===== config.mk =====
export PLATFORM = sky130hd
export DESIGN_NAME = l1_l2_arbiter_flat
export DESIGN_NICKNAME = d
export VERILOG_FILES = /design/src/rtl/l1_l2_arbiter_if.sv /design/src/rtl/l1_l2_arbiter.sv /design/src/flat_wrapper.sv
export SDC_FILE = /design/constraint.sdc
export NUM_CORES = 1
export LEC_CHECK = 0
export BUFFER_PORTS_ARGS = -buffer_cell sky130_fd_sc_hd__buf_2
export CAP_MARGIN = 10
export CORE_AREA = 5 5 535 537
export CTS_CLUSTER_DIAMETER = 80
export CTS_CLUSTER_SIZE = 10
export DETAILED_ROUTE_END_ITERATION = 10
export DIE_AREA = 0 0 540 542
export PLACE_DENSITY = 0.3
export SLEW_MARGIN = 30
export SYNTH_ARGS = -nofsm -noshare
export SYNTH_HDL_FRONTEND = slang
export SYNTH_SLANG_ARGS = --single-unit

===== constraint.sdc =====
create_clock -name clk -period 1.56 [get_ports clk]
set_input_delay 0.078 -clock clk [delete_from_list [all_inputs] [get_ports clk]]
set_output_delay 0.078 -clock clk [all_outputs]
set_load 0.01 [all_outputs]

===== src/rtl/l1_l2_arbiter_if.sv =====
// Bundles the I$/D$ miss ports and the L2 processor-side port shared by l1_l2_arbiter.
// slave: arbiter side (consumes L1 requests, drives L2); master: the surrounding L1s/L2.
interface l1_l2_arbiter_if #(
    parameter int s_line = 256,
    parameter int s_addr = 32
);
    logic              i_read;
    logic [s_addr-1:0] i_address;
    logic [s_line-1:0] i_rdata;
    logic              i_resp;

    logic              d_read;
    logic              d_write;
    logic [s_addr-1:0] d_address;
    logic [s_line-1:0] d_wdata;
    logic [s_line-1:0] d_rdata;
    logic              d_resp;

    logic              l2_read;
    logic              l2_write;
    logic [s_addr-1:0] l2_address;
    logic [s_line-1:0] l2_wdata;
    logic [s_line-1:0] l2_rdata;
    logic              l2_resp;

    modport slave (
        input  i_read, i_address,
        output i_rdata, i_resp,
        input  d_read, d_write, d_address, d_wdata,
        output d_rdata, d_resp,
        output l2_read, l2_write, l2_address, l2_wdata,
        input  l2_rdata, l2_resp
    );

    modport master (
        output i_read, i_address,
        input  i_rdata, i_resp,
        output d_read, d_write, d_address, d_wdata,
        input  d_rdata, d_resp,
        input  l2_read, l2_write, l2_address, l2_wdata,
        output l2_rdata, l2_resp
    );
endinterface


===== src/rtl/l1_l2_arbiter.sv =====
// Shares one L2 line port between I$ and D$: grant 1 cycle after request, resp/rdata pass through same cycle.
// Losing requester simply holds until served; L1_L2_ARBITER_RR_EN selects round-robin instead of fixed D-over-I.
module l1_l2_arbiter (
    input logic           clk,
    input logic           rst,
    l1_l2_arbiter_if.slave bus
);
    typedef enum logic [1:0] {
        IDLE    = 2'd0,
        GRANT_I = 2'd1,
        GRANT_D = 2'd2
    } state_t;

    state_t state;
    state_t state_nxt;
    logic   i_req;
    logic   d_req;
    logic   pick_d;

    assign i_req = bus.i_read;
    assign d_req = bus.d_read | bus.d_write;

`ifdef L1_L2_ARBITER_RR_EN
    // last_d = 0 means I was granted last; reset value makes the first tie go to D.
    logic last_d;

    always_ff @(posedge clk or posedge rst) begin
        if (rst) begin
            last_d <= 1'b0;
        end else if (state != IDLE && bus.l2_resp) begin
            last_d <= (state == GRANT_D);
        end
    end

    assign pick_d = d_req && (!i_req || !last_d);
`else
    assign pick_d = d_req;
`endif

    always_ff @(posedge clk or posedge rst) begin
        if (rst) begin
            state <= IDLE;
        end else begin
            state <= state_nxt;
        end
    end

    // L2 request outputs depend only on state and requester inputs, never on l2_resp.
    always_comb begin
        state_nxt      = state;
        bus.i_rdata    = '0;
        bus.i_resp     = 1'b0;
        bus.d_rdata    = '0;
        bus.d_resp     = 1'b0;
        bus.l2_read    = 1'b0;
        bus.l2_write   = 1'b0;
        bus.l2_address = '0;
        bus.l2_wdata   = '0;

        case (state)
            IDLE: begin
                if (pick_d) begin
                    state_nxt = GRANT_D;
                end else if (i_req) begin
                    state_nxt = GRANT_I;
                end
            end

            GRANT_I: begin
                bus.l2_read    = bus.i_read;
                bus.l2_address = bus.i_address;
                if (bus.l2_resp) begin
                    bus.i_resp  = 1'b1;
                    bus.i_rdata = bus.l2_rdata;
                    state_nxt   = IDLE;
                end
            end

            GRANT_D: begin
                // A write takes precedence if both D strobes are raised together.
                bus.l2_write   = bus.d_write;
                bus.l2_read    = bus.d_read & ~bus.d_write;
                bus.l2_address = bus.d_address;
                bus.l2_wdata   = bus.d_wdata;
                if (bus.l2_resp) begin
                    bus.d_resp  = 1'b1;
                    bus.d_rdata = bus.l2_rdata;
                    state_nxt   = IDLE;
                end
            end

            default: begin
                state_nxt = IDLE;
            end
        endcase
    end
endmodule


===== src/flat_wrapper.sv =====
// flat-port wrapper written by rule: the top's interface ports become plain ports
module l1_l2_arbiter_flat 
  (clk, rst, bus_i_read, bus_i_address, bus_i_rdata, bus_i_resp, bus_d_read, bus_d_write, bus_d_address, bus_d_wdata, bus_d_rdata, bus_d_resp, bus_l2_read, bus_l2_write, bus_l2_address, bus_l2_wdata, bus_l2_rdata, bus_l2_resp);
  l1_l2_arbiter_if bus_i ();
  input logic clk;
  input logic rst;
  input wire logic [$bits(bus_i.i_read)-1:0] bus_i_read;
  input wire logic [$bits(bus_i.i_address)-1:0] bus_i_address;
  output wire logic [$bits(bus_i.i_rdata)-1:0] bus_i_rdata;
  output wire logic [$bits(bus_i.i_resp)-1:0] bus_i_resp;
  input wire logic [$bits(bus_i.d_read)-1:0] bus_d_read;
  input wire logic [$bits(bus_i.d_write)-1:0] bus_d_write;
  input wire logic [$bits(bus_i.d_address)-1:0] bus_d_address;
  input wire logic [$bits(bus_i.d_wdata)-1:0] bus_d_wdata;
  output wire logic [$bits(bus_i.d_rdata)-1:0] bus_d_rdata;
  output wire logic [$bits(bus_i.d_resp)-1:0] bus_d_resp;
  output wire logic [$bits(bus_i.l2_read)-1:0] bus_l2_read;
  output wire logic [$bits(bus_i.l2_write)-1:0] bus_l2_write;
  output wire logic [$bits(bus_i.l2_address)-1:0] bus_l2_address;
  output wire logic [$bits(bus_i.l2_wdata)-1:0] bus_l2_wdata;
  input wire logic [$bits(bus_i.l2_rdata)-1:0] bus_l2_rdata;
  input wire logic [$bits(bus_i.l2_resp)-1:0] bus_l2_resp;
  assign bus_i.i_read = bus_i_read;
  assign bus_i.i_address = bus_i_address;
  assign bus_i_rdata = bus_i.i_rdata;
  assign bus_i_resp = bus_i.i_resp;
  assign bus_i.d_read = bus_d_read;
  assign bus_i.d_write = bus_d_write;
  assign bus_i.d_address = bus_d_address;
  assign bus_i.d_wdata = bus_d_wdata;
  assign bus_d_rdata = bus_i.d_rdata;
  assign bus_d_resp = bus_i.d_resp;
  assign bus_l2_read = bus_i.l2_read;
  assign bus_l2_write = bus_i.l2_write;
  assign bus_l2_address = bus_i.l2_address;
  assign bus_l2_wdata = bus_i.l2_wdata;
  assign bus_i.l2_rdata = bus_l2_rdata;
  assign bus_i.l2_resp = bus_l2_resp;
  l1_l2_arbiter u_core (.clk(clk), .rst(rst), .bus(bus_i));
endmodule

* Word level (Yosys, flattened, before mapping)
Index checks and enable logic that the tools add are counted.
** Cells by class
- Reduce and logical (&&, ||, !) cells :: 3
- Equal/unequal tests :: 4
- Multiplexer cells :: 14
- Bitwise gates (word level) :: 3
** Operator list (number)
- two-way mux 256 bit :: 4
- one-hot mux 32 bit (2 select lines) :: 1
- two-way mux 2 bit :: 3
- two-way mux 1 bit :: 4
- one-hot mux 2 bit (2 select lines) :: 1
- != test 3 x 2 -> 1 bit, second input constant :: 1
- == test 2 x 1 -> 1 bit, second input constant :: 1
- == test 2 bit, second input constant :: 1
- zero test 2 bit :: 1
- != test 2 x 1 -> 1 bit, second input constant :: 1
- one-hot mux 1 bit (2 select lines) :: 1
- AND reduction 2 bit :: 1
- OR reduction 2 bit :: 1
- bitwise AND 1 bit :: 1
- NOT 1 bit :: 1
- OR 1 bit :: 1
** Storage, ports and cells
- Flip-flop bits (word level) :: 2
- Input bits :: 582
- Output and inout bits :: 804
- Word-level logic and storage cells :: 25

* Longest topological paths before layout
Gate-level depths: netlist of the first run.
- Depth after elaboration :: 4
- Mapped depth :: 6
- Depth with buffers taken out :: 5

* Worst setup path before layout of the first run
OpenSTA, ideal clock, no wires.
- Kind :: register -> output
- Start point :: register u_core.state[0]
- End point :: output port bus_l2_read
- Required time :: 1.482 ns
- Setup slack :: 0.208 ns
- Arrival time :: 1.274 ns
- Buffers on the path :: 1
- Cell stages (with the launch flop) :: 6
- Cell sequence :: dfrtp_1 -> inv_1 -> ha_1 -> clkbuf_2 -> nand3b_1 -> a21boi_1
** Between the ends
- Word-level cells in the longest chain between the ends :: 2
- Elaborated cells between the ends (all ways) :: 3
- Those cells by class :: 2 x eq/ne; 1 x mux
** RTL lines
- start: declaration :: RTL line l1_l2_arbiter.sv:14 : state_t state;
- start signal: assignment :: RTL line l1_l2_arbiter.sv:44 : state <= state_nxt;
- == test 2 bit or == test 2 x 1 -> 1 bit (tied branches) :: RTL line l1_l2_arbiter.sv:60 : case (state)
- one-hot mux 1 bit (2 select lines) (*) :: RTL line l1_l2_arbiter.sv:60
- end: declaration :: RTL line flat_wrapper.sv:17 : output wire logic [$bits(bus_i.l2_read)-1:0] bus_l2_read;
Every way passes the cells marked *; elsewhere a longest branch is shown, timed or not.

* Worst setup path in the final report of the first run
- Start point :: register u_core.state[0]
- End point :: output port bus_i_rdata[211]
** Between the ends
- Word-level cells in the longest chain between the ends :: 2
** RTL lines
- == test 2 x 1 -> 1 bit :: RTL line l1_l2_arbiter.sv:60
- two-way mux 256 bit :: RTL line l1_l2_arbiter.sv:60
- end: declaration :: RTL line flat_wrapper.sv:9 : output wire logic [$bits(bus_i.i_rdata)-1:0] bus_i_rdata;
No other way between the ends.

==> summary.md, run 1 <==
| Metric | Value |
|---|---|
| Post-route minimum period | around 2.0 ns |
| Yosys top cell area share | 48.9% |
| Global route overflow | 0 |
| Root Buffer | clkbuf_16 |
| 1st-iter DRT viols | 874 |
| First-pass GRT wire length | 271000 um |
| Power density over the cells | around 1500 mW/mm^2 |
| CP endpoint kind | output pin |
| CP delay by family, top | buffers and inverters |
| Nets | about 3000 |
| Clk sinks | 2 |
| Sequential area share after synthesis | 0.764% |
| IO Pins | between 1000 and 1500 |
| Drc violations | 0 |
| Routed wl met2 | ~95000 um |
| CP Launch Type | flip-flop |
| Layout Skew | approximately 0.0011 ns |
| Post-Syn Nets | between 1500 and 2000 |
| Slew Limit Fails | 0 |
| Vias post-DR | roughly 16000 |
| Fin crit share | 127% |
| Pint | 0.0160 W |
| Final Worst Setup Slack | -0.422 ns |
| Total CTS buffers | 3 |
| Slowest CP cell | dfrtp_1 |
| Worst hold slack | 0.163 ns |
| Cell Area, Synth | 0.00655 mm^2 |
| WL met3 | 26500 um |
| Max_cap viols | 0 |
| Slowest stage delay, CP | 0.38 ns |
| Area leader, netlist | and3_1 |
| Share of layout cells above drive strength 1 | a little under three quarters |
| Most flop-heavy register | u_core.state |
| Initial cell density of the core | 2.33% |
| Worst EP required | ~1.5 ns |
| Cell count after synthesis | 1009 |
| Worst-path clk slew | 0.03 ns |
| Sequential group share of total power | less than 1% |
| Per-cell routed wire length | 38.4 um |
| Largest net degree at the start of global routing | 78 |
| Arrival @ worst endpoint | between 1.5 and 2 ns |
| Vias per inst | approximately 2.5 |
| DRT Wirelength | around 240000 um |
| Leakage | about 12 nW |
| Top-count cell post-synth | and3_1 |
| CTS tree | built |
| Async S/R FF share, synth | between 90% and 100% |
| Worst-skew pair later-pin latency | roughly 0.22 ns |
| Post-synth EDFFs | 0 |
| Mean Syn Cell Area | between 6 and 7 um^2 |
| Final hold vios | 0 |
| Top FF cell, synth | dfrtp_1 |
| Sw Pwr | 0.0191 W |
| Setup_tns | -226.34 ns |
| Fmax | 0.504 GHz |
| Max Root-Sink Buffers | 2 |
| Std-Cell Rows | 195 |
| Sw frac | between 50% and 60% |
| RSZ-0062 raised after global routing | yes |
| Yosys warns | 0 |
| Critical path buffer and inverter count | 6 |
| Dpl hpwl | ~220000 um |
| Area delta synth->final | 263% |
| Wl on met1 | 113000 um |
| Most frequent cells after synthesis | and3_1, and2_1, buf_2 |
| Final setup fails | 803 |
| Routability congestion estimate | 0.929 |
| Crit path cell chain | buf_6 > ha_4 > buf_6 > buf_16 > buf_12 > buf_16 > and3_1 > buf_2 |
| Crit-path max FO | 16 |
| Synth unique cells | 22 |
| Status | finished with violations |
| Die width | around 540 um |
| Drt pass-1 iters | 5 |
| Top cells by area, synth | and3_1, and2_1, buf_6 |
| Worst slew margin | 68.9% |
| H-tree depth | 1 |
| Vias in the first global route | around 15000 |
| Yosys reg bits | 2 |
| Post-route ant nets | 0 |
| Die area | 0.293 mm^2 |
| GRT Total Usage | around 15% |
| Initial antenna violation count | between 200 and 250 |
| Layout fillers | around 33000 |
| Port Buf Inserts | approximately 1400 |
| Combinational fraction of design power | 98.6% |
| Top sig layer | met5 |
| Peak VDD IR | ~790 uV |
| Core area | ~0.28 mm^2 |
| Max FFs per register | 2 |
| Die H | 542 um |
| Largest regs | u_core.state x2 |
| Least-Margin Pin Slew | 0.467 ns |
| Failing checks | setup timing |
| Worst setup path class | flip-flop to output pin |
| Clk pwr share | between 1 and 1.5% |
| HP Class | primary input to flip-flop |
power by group through the flow:
stage	Combinational (W)	Sequential [W]	Clock (W)
6_report	0.0346	0.0000966	0.000385
5_1_grt	0.0366	0.000100	0.000390
4_1_cts	0.0335	0.0000933	0.000387
3_5_place_dp	0.0283	0.0000905	0
3_3_place_gp	0.0283	0.0000905	0
2_1_floorplan	0.00880	0.0000940	0
cell families (layout without fill, tap and decap cells):
group                    after synthesis  in the layout  share of synthesized area, %
AO/OA/AOI/OAI                         38             38                          4.18
adder cells (fa/ha/maj)                5              5                         0.955
buffers and inverters                156           1548                          17.0
flip-flops                             2              2                         0.764
other                                  0             66                             0
AND/OR/NAND/NOR                      808            808                          77.1
cell usage in the layout, fill, tap and decap left out, types with 3 or more instances in the layout:
cell,instances
buf_16,15
and3_4,90
ha_4,5
buf_12,215
buf_4,100
buf_6,99
and2_1,204
buf_2,1076
buf_8,8
a22oi_1,23
diode_2,66
nor2b_1,31
clkbuf_4,6
and3_1,419
and3_2,3
and2_4,55
a21oi_1,3
a22oi_2,9
clkbuf_16,17
bufbuf_16,7
layout make-up:
cell class / count / area, um^2 / share of cell area, %
timing repair buffer: 1541 / 12700 / 53.4
sequential: 2 / 50.0 / 0.210
multi-input combinational: 851 / 6100 / 25.6
tap: 3743 / 4680 / 19.7
clock buffer: 3 / 75.1 / 0.315
antenna: 66 / 165 / 0.694
inverter: 4 / 15.0 / 0.0631
final timing paths:
path	startpoint	to	slack, ns	cells after the start
worst max-delay path	u_core.state[0]$_DFFE_PP0P_	bus_i_rdata[211]	-0.42	8
min in group asynchronous	rst	u_core.state[1]$_DFFE_PP0P_	0.34	3
worst max register to register	u_core.state[0]$_DFFE_PP0P_	u_core.state[1]$_DFFE_PP0P_	0.14	6
worst min register to register	u_core.state[1]$_DFFE_PP0P_	u_core.state[1]$_DFFE_PP0P_	0.76	3
worst min-delay path	bus_i_read	u_core.state[0]$_DFFE_PP0P_	0.16	3
max in group asynchronous	rst	u_core.state[0]$_DFFE_PP0P_	1.11	3
metal layers:
layer  vias up  GRT usage [%]
li1       6385              -
met1      7480           22.1
met2      1416           21.9
met3       260           5.72
met4        36           1.71
met5         -              0
stage by stage:
stage / total power [W] / instances / setup slack, ns / util, % / instance area, um^2
after global routing: 0.0370 / 6162 / -0.441 / 8.43 / 23700
after global placement: 0.0284 / 6069 / -0.414 / 7.37 / 20700
after detailed placement: 0.0283 / 6069 / -0.443 / 7.37 / 20700
after CTS: 0.0340 / 6115 / -0.432 / 8.03 / 22600
final: 0.0351 / 6210 / -0.422 / 8.47 / 23800
after floorplan: 0.00889 / 1009 / 0.208 / - / 6550
worst reg2reg max path, stage by stage (launching register included):
cell	delay, ns
dfrtp_1	0.36
inv_2	0.08
buf_4	0.15
ha_4	0.31
nor2b_2	0.20
a21oi_1	0.06
o22ai_1	0.17
timing repair:
action | 4_1_cts | 5_1_grt
gates resized for setup | 314 | 164
cloned | 18 | 16
pin swaps | 6 | 6
hold endpoints to repair | 2 | 0
buffers inserted | 24 | 16
setup endpoints to repair | 797 | 804
hold buffers | 1 | 0
No activity file was read; power rests on OpenSTA's default activity.
==> run 2, diff against run 1 <==
--- a/config.mk
+++ b/config.mk
@@ -6,13 +6,15 @@
 export NUM_CORES = 1
 export LEC_CHECK = 0
 export BUFFER_PORTS_ARGS = -buffer_cell sky130_fd_sc_hd__buf_2
-export CAP_MARGIN = 10
+export CAP_MARGIN = 40
 export CORE_AREA = 5 5 535 537
 export CTS_CLUSTER_DIAMETER = 80
 export CTS_CLUSTER_SIZE = 10
 export DETAILED_ROUTE_END_ITERATION = 10
 export DIE_AREA = 0 0 540 542
 export PLACE_DENSITY = 0.3
+export REMOVE_ABC_BUFFERS = 1
+export SETUP_SLACK_MARGIN = 0.15
 export SLEW_MARGIN = 30
 export SYNTH_ARGS = -nofsm -noshare
 export SYNTH_HDL_FRONTEND = slang
==> summary.md, run 2 (synthesis gave the netlist of run 1 again) <==
| Metric | Value |
|---|---|
| GRT Total Usage | 14.7% |
| Critical path buffer and inverter count | 3 |
| CP endpoint kind | output pin |
| Fin crit share | 135% |
| Std-Cell Rows | 195 |
| Final hold vios | 0 |
| Drc violations | 0 |
| 1st-iter DRT viols | just over 1000 |
| Post-route ant nets | 0 |
| Area delta synth->final | 294% |
| Routability congestion estimate | 0.941 |
| RSZ-0062 raised after global routing | yes |
| Initial antenna violation count | approximately 290 |
| Hold-critical path depth | 3 |
| Worst hold slack | ~0.21 ns |
| Port Buf Inserts | about 1400 |
| Per-cell routed wire length | between 30 and 40 um |
| Worst EP required | between 1 and 1.5 ns |
| Max FFs per register | 2 |
| Worst slew margin | ~47% |
| Worst-path clk slew | approximately 0.030 ns |
| H-tree depth | 1 |
| Clk sinks | 2 |
| FF-to-FF path depth | 10 |
| CP Launch Type | flip-flop |
| Final setup fails | 802 |
| Share of layout cells above drive strength 1 | between 70% and 80% |
| Layout Skew | 0.00354 ns |
| Dpl hpwl | 203000 um |
| Max Root-Sink Buffers | 2 |
| Slew Limit Fails | 0 |
| First-pass GRT wire length | 262000 um |
| Fmax | roughly 0.47 GHz |
| Status | finished with violations |
| Slowest CP cell | a22oi_2 |
| Crit path cell chain | ha_4 > buf_12 > buf_6 > a22oi_2 > nor2b_2 > buf_12 |
| Core area | 0.281 mm^2 |
| Drt pass-1 iters | 5 |
| Largest net degree at the start of global routing | between 70 and 80 |
| Vias post-DR | 16100 |
| CTS tree | built |
| Cell repeated most along the worst path | buf_12 |
| Die width | 540 um |
| Least-Margin Pin Slew | 0.790 ns |
| Arrival @ worst endpoint | between 2 and 2.5 ns |
| Crit-path max FO | 5 |
| Levels on crit path | 6 |
| Nets | ~3000 |
| Final Worst Setup Slack | -0.553 ns |
| Initial cell density of the core | approximately 2.3% |
| Commonest non-fill, non-tap cells in the layout | buf_2, and3_1, buf_6, and2_4, buf_12 |
| Power density over the cells | ~1700 mW/mm^2 |
| HP Class | primary input to flip-flop |
| CP delay by family, top | compound AO/OA/AOI/OAI gates |
| Vias in the first global route | 15600 |
| Largest regs | u_core.state x2 |
| Worst-skew pair later-pin latency | around 0.22 ns |
| Leakage | between 10 and 15 nW |
| DRT Wirelength | ~230000 um |
| Total CTS buffers | 3 |
| Worst setup path class | flip-flop to output pin |
| Most common cell after layout, fill and taps aside | buf_2 |
| Root Buffer | clkbuf_16 |
| IO Pins | ~1400 |
| Peak VDD IR | 982 uV |
| Failing checks | setup timing |
| Post-route minimum period | around 2.1 ns |
| Setup_tns | -259.87 ns |
| Most flop-heavy register | u_core.state |
| Max_cap viols | 0 |
| Vias per inst | approximately 2.6 |
| Die area | approximately 0.29 mm^2 |
| Global route overflow | 0 |
| Slowest stage delay, CP | between 0.6 and 0.7 ns |
| Die H | between 500 and 600 um |
==> run 2: changes by cell type in the layout (fill, tap and decap cells not counted), moves of 23 or more <==
cell / before / now
and3_4: 90 / 53
buf_2: 1076 / 1000
buf_6: 99 / 296
diode_2: 66 / 101
nor2b_4: 1 / 24
buf_12: 215 / 153
buf_16: 15 / 46
and3_1: 419 / 457
nor2b_1: 31 / 4
and2_1: 204 / 20
and2_4: 55 / 239
buf_8: 8 / 34
buf_4: 100 / 54
==> run 2: repair_timing <==
action                                  CTS  global route
hold buffers                              1             0
hold endpoints to repair                  2             0
endpoints found under the setup margin  806           806
pin swaps                                18            18
setup buffers                            60            19
cloned                                   39            15
gates resized for setup                 797           284
==> run 2: worst register-to-register path, stage by stage (launching register included) <==
cell       delay (ns)
dfrtp_1          0.37
inv_2            0.07
buf_6            0.13
buf_6            0.11
ha_4             0.28
buf_12           0.15
clkbuf_16        0.24
nor2b_4          0.22
buf_4            0.12
a21oi_1          0.03
a21oi_1          0.11
==> run 2: per-stage QoR <==
stage	util, %	worst slack, ns	total power [W]	area [um^2]	std cells
floorplan	-	-2.90	0.00476	5460	857
global placement	6.98	-0.991	0.0263	19600	6075
detailed placement	6.98	-0.469	0.0263	19600	6076
CTS	8.54	-0.612	0.0407	24000	6179
global route	9.15	-0.595	0.0460	25700	6270
finish	9.18	-0.553	0.0437	25800	6314
==> run 2: worst paths after layout <==
check                                                 start                           to  slack (ns)
worst max register to register  u_core.state[0]$_DFFE_PP0P_  u_core.state[0]$_DFFE_PP0P_       -0.33
min in group asynchronous                               rst  u_core.state[0]$_DFFE_PP0P_        0.44
max in group asynchronous                               rst  u_core.state[1]$_DFFE_PP0P_        0.81
worst min-delay path                             bus_i_read  u_core.state[0]$_DFFE_PP0P_        0.21
worst min register to register  u_core.state[0]$_DFFE_PP0P_  u_core.state[0]$_DFFE_PP0P_        0.70
worst max-delay path            u_core.state[1]$_DFFE_PP0P_           bus_l2_address[27]       -0.55
==> run 2: layer usage <==
layer | vias to the layer above | part of all wire, % | global-route usage [%]
met5 | - | 0.29 | 0.0164
li1 | 6561 | - | -
met4 | 102 | 4.2 | 4.12
met2 | 1470 | 44 | 23.9
met3 | 487 | 14 | 8.85
met1 | 7526 | 37 | 16.0
==> run 2: report_power, final <==
group          total [W]  switching, W  internal [W]
Clock           0.000386     0.0000601      0.000326
Sequential      0.000115     0.0000345     0.0000803
Combinational     0.0432        0.0214        0.0218
Total             0.0437        0.0215        0.0222
==> run 2: area by class of cell <==
type                       instances  area (um^2)
multi-input combinational        851         6670
timing repair buffer            1610        14100
antenna                          101          253
fill                           33000       255000
sequential                         2         51.3
inverter                           4         15.0
clock buffer                       3         75.1
tap                             3743         4680
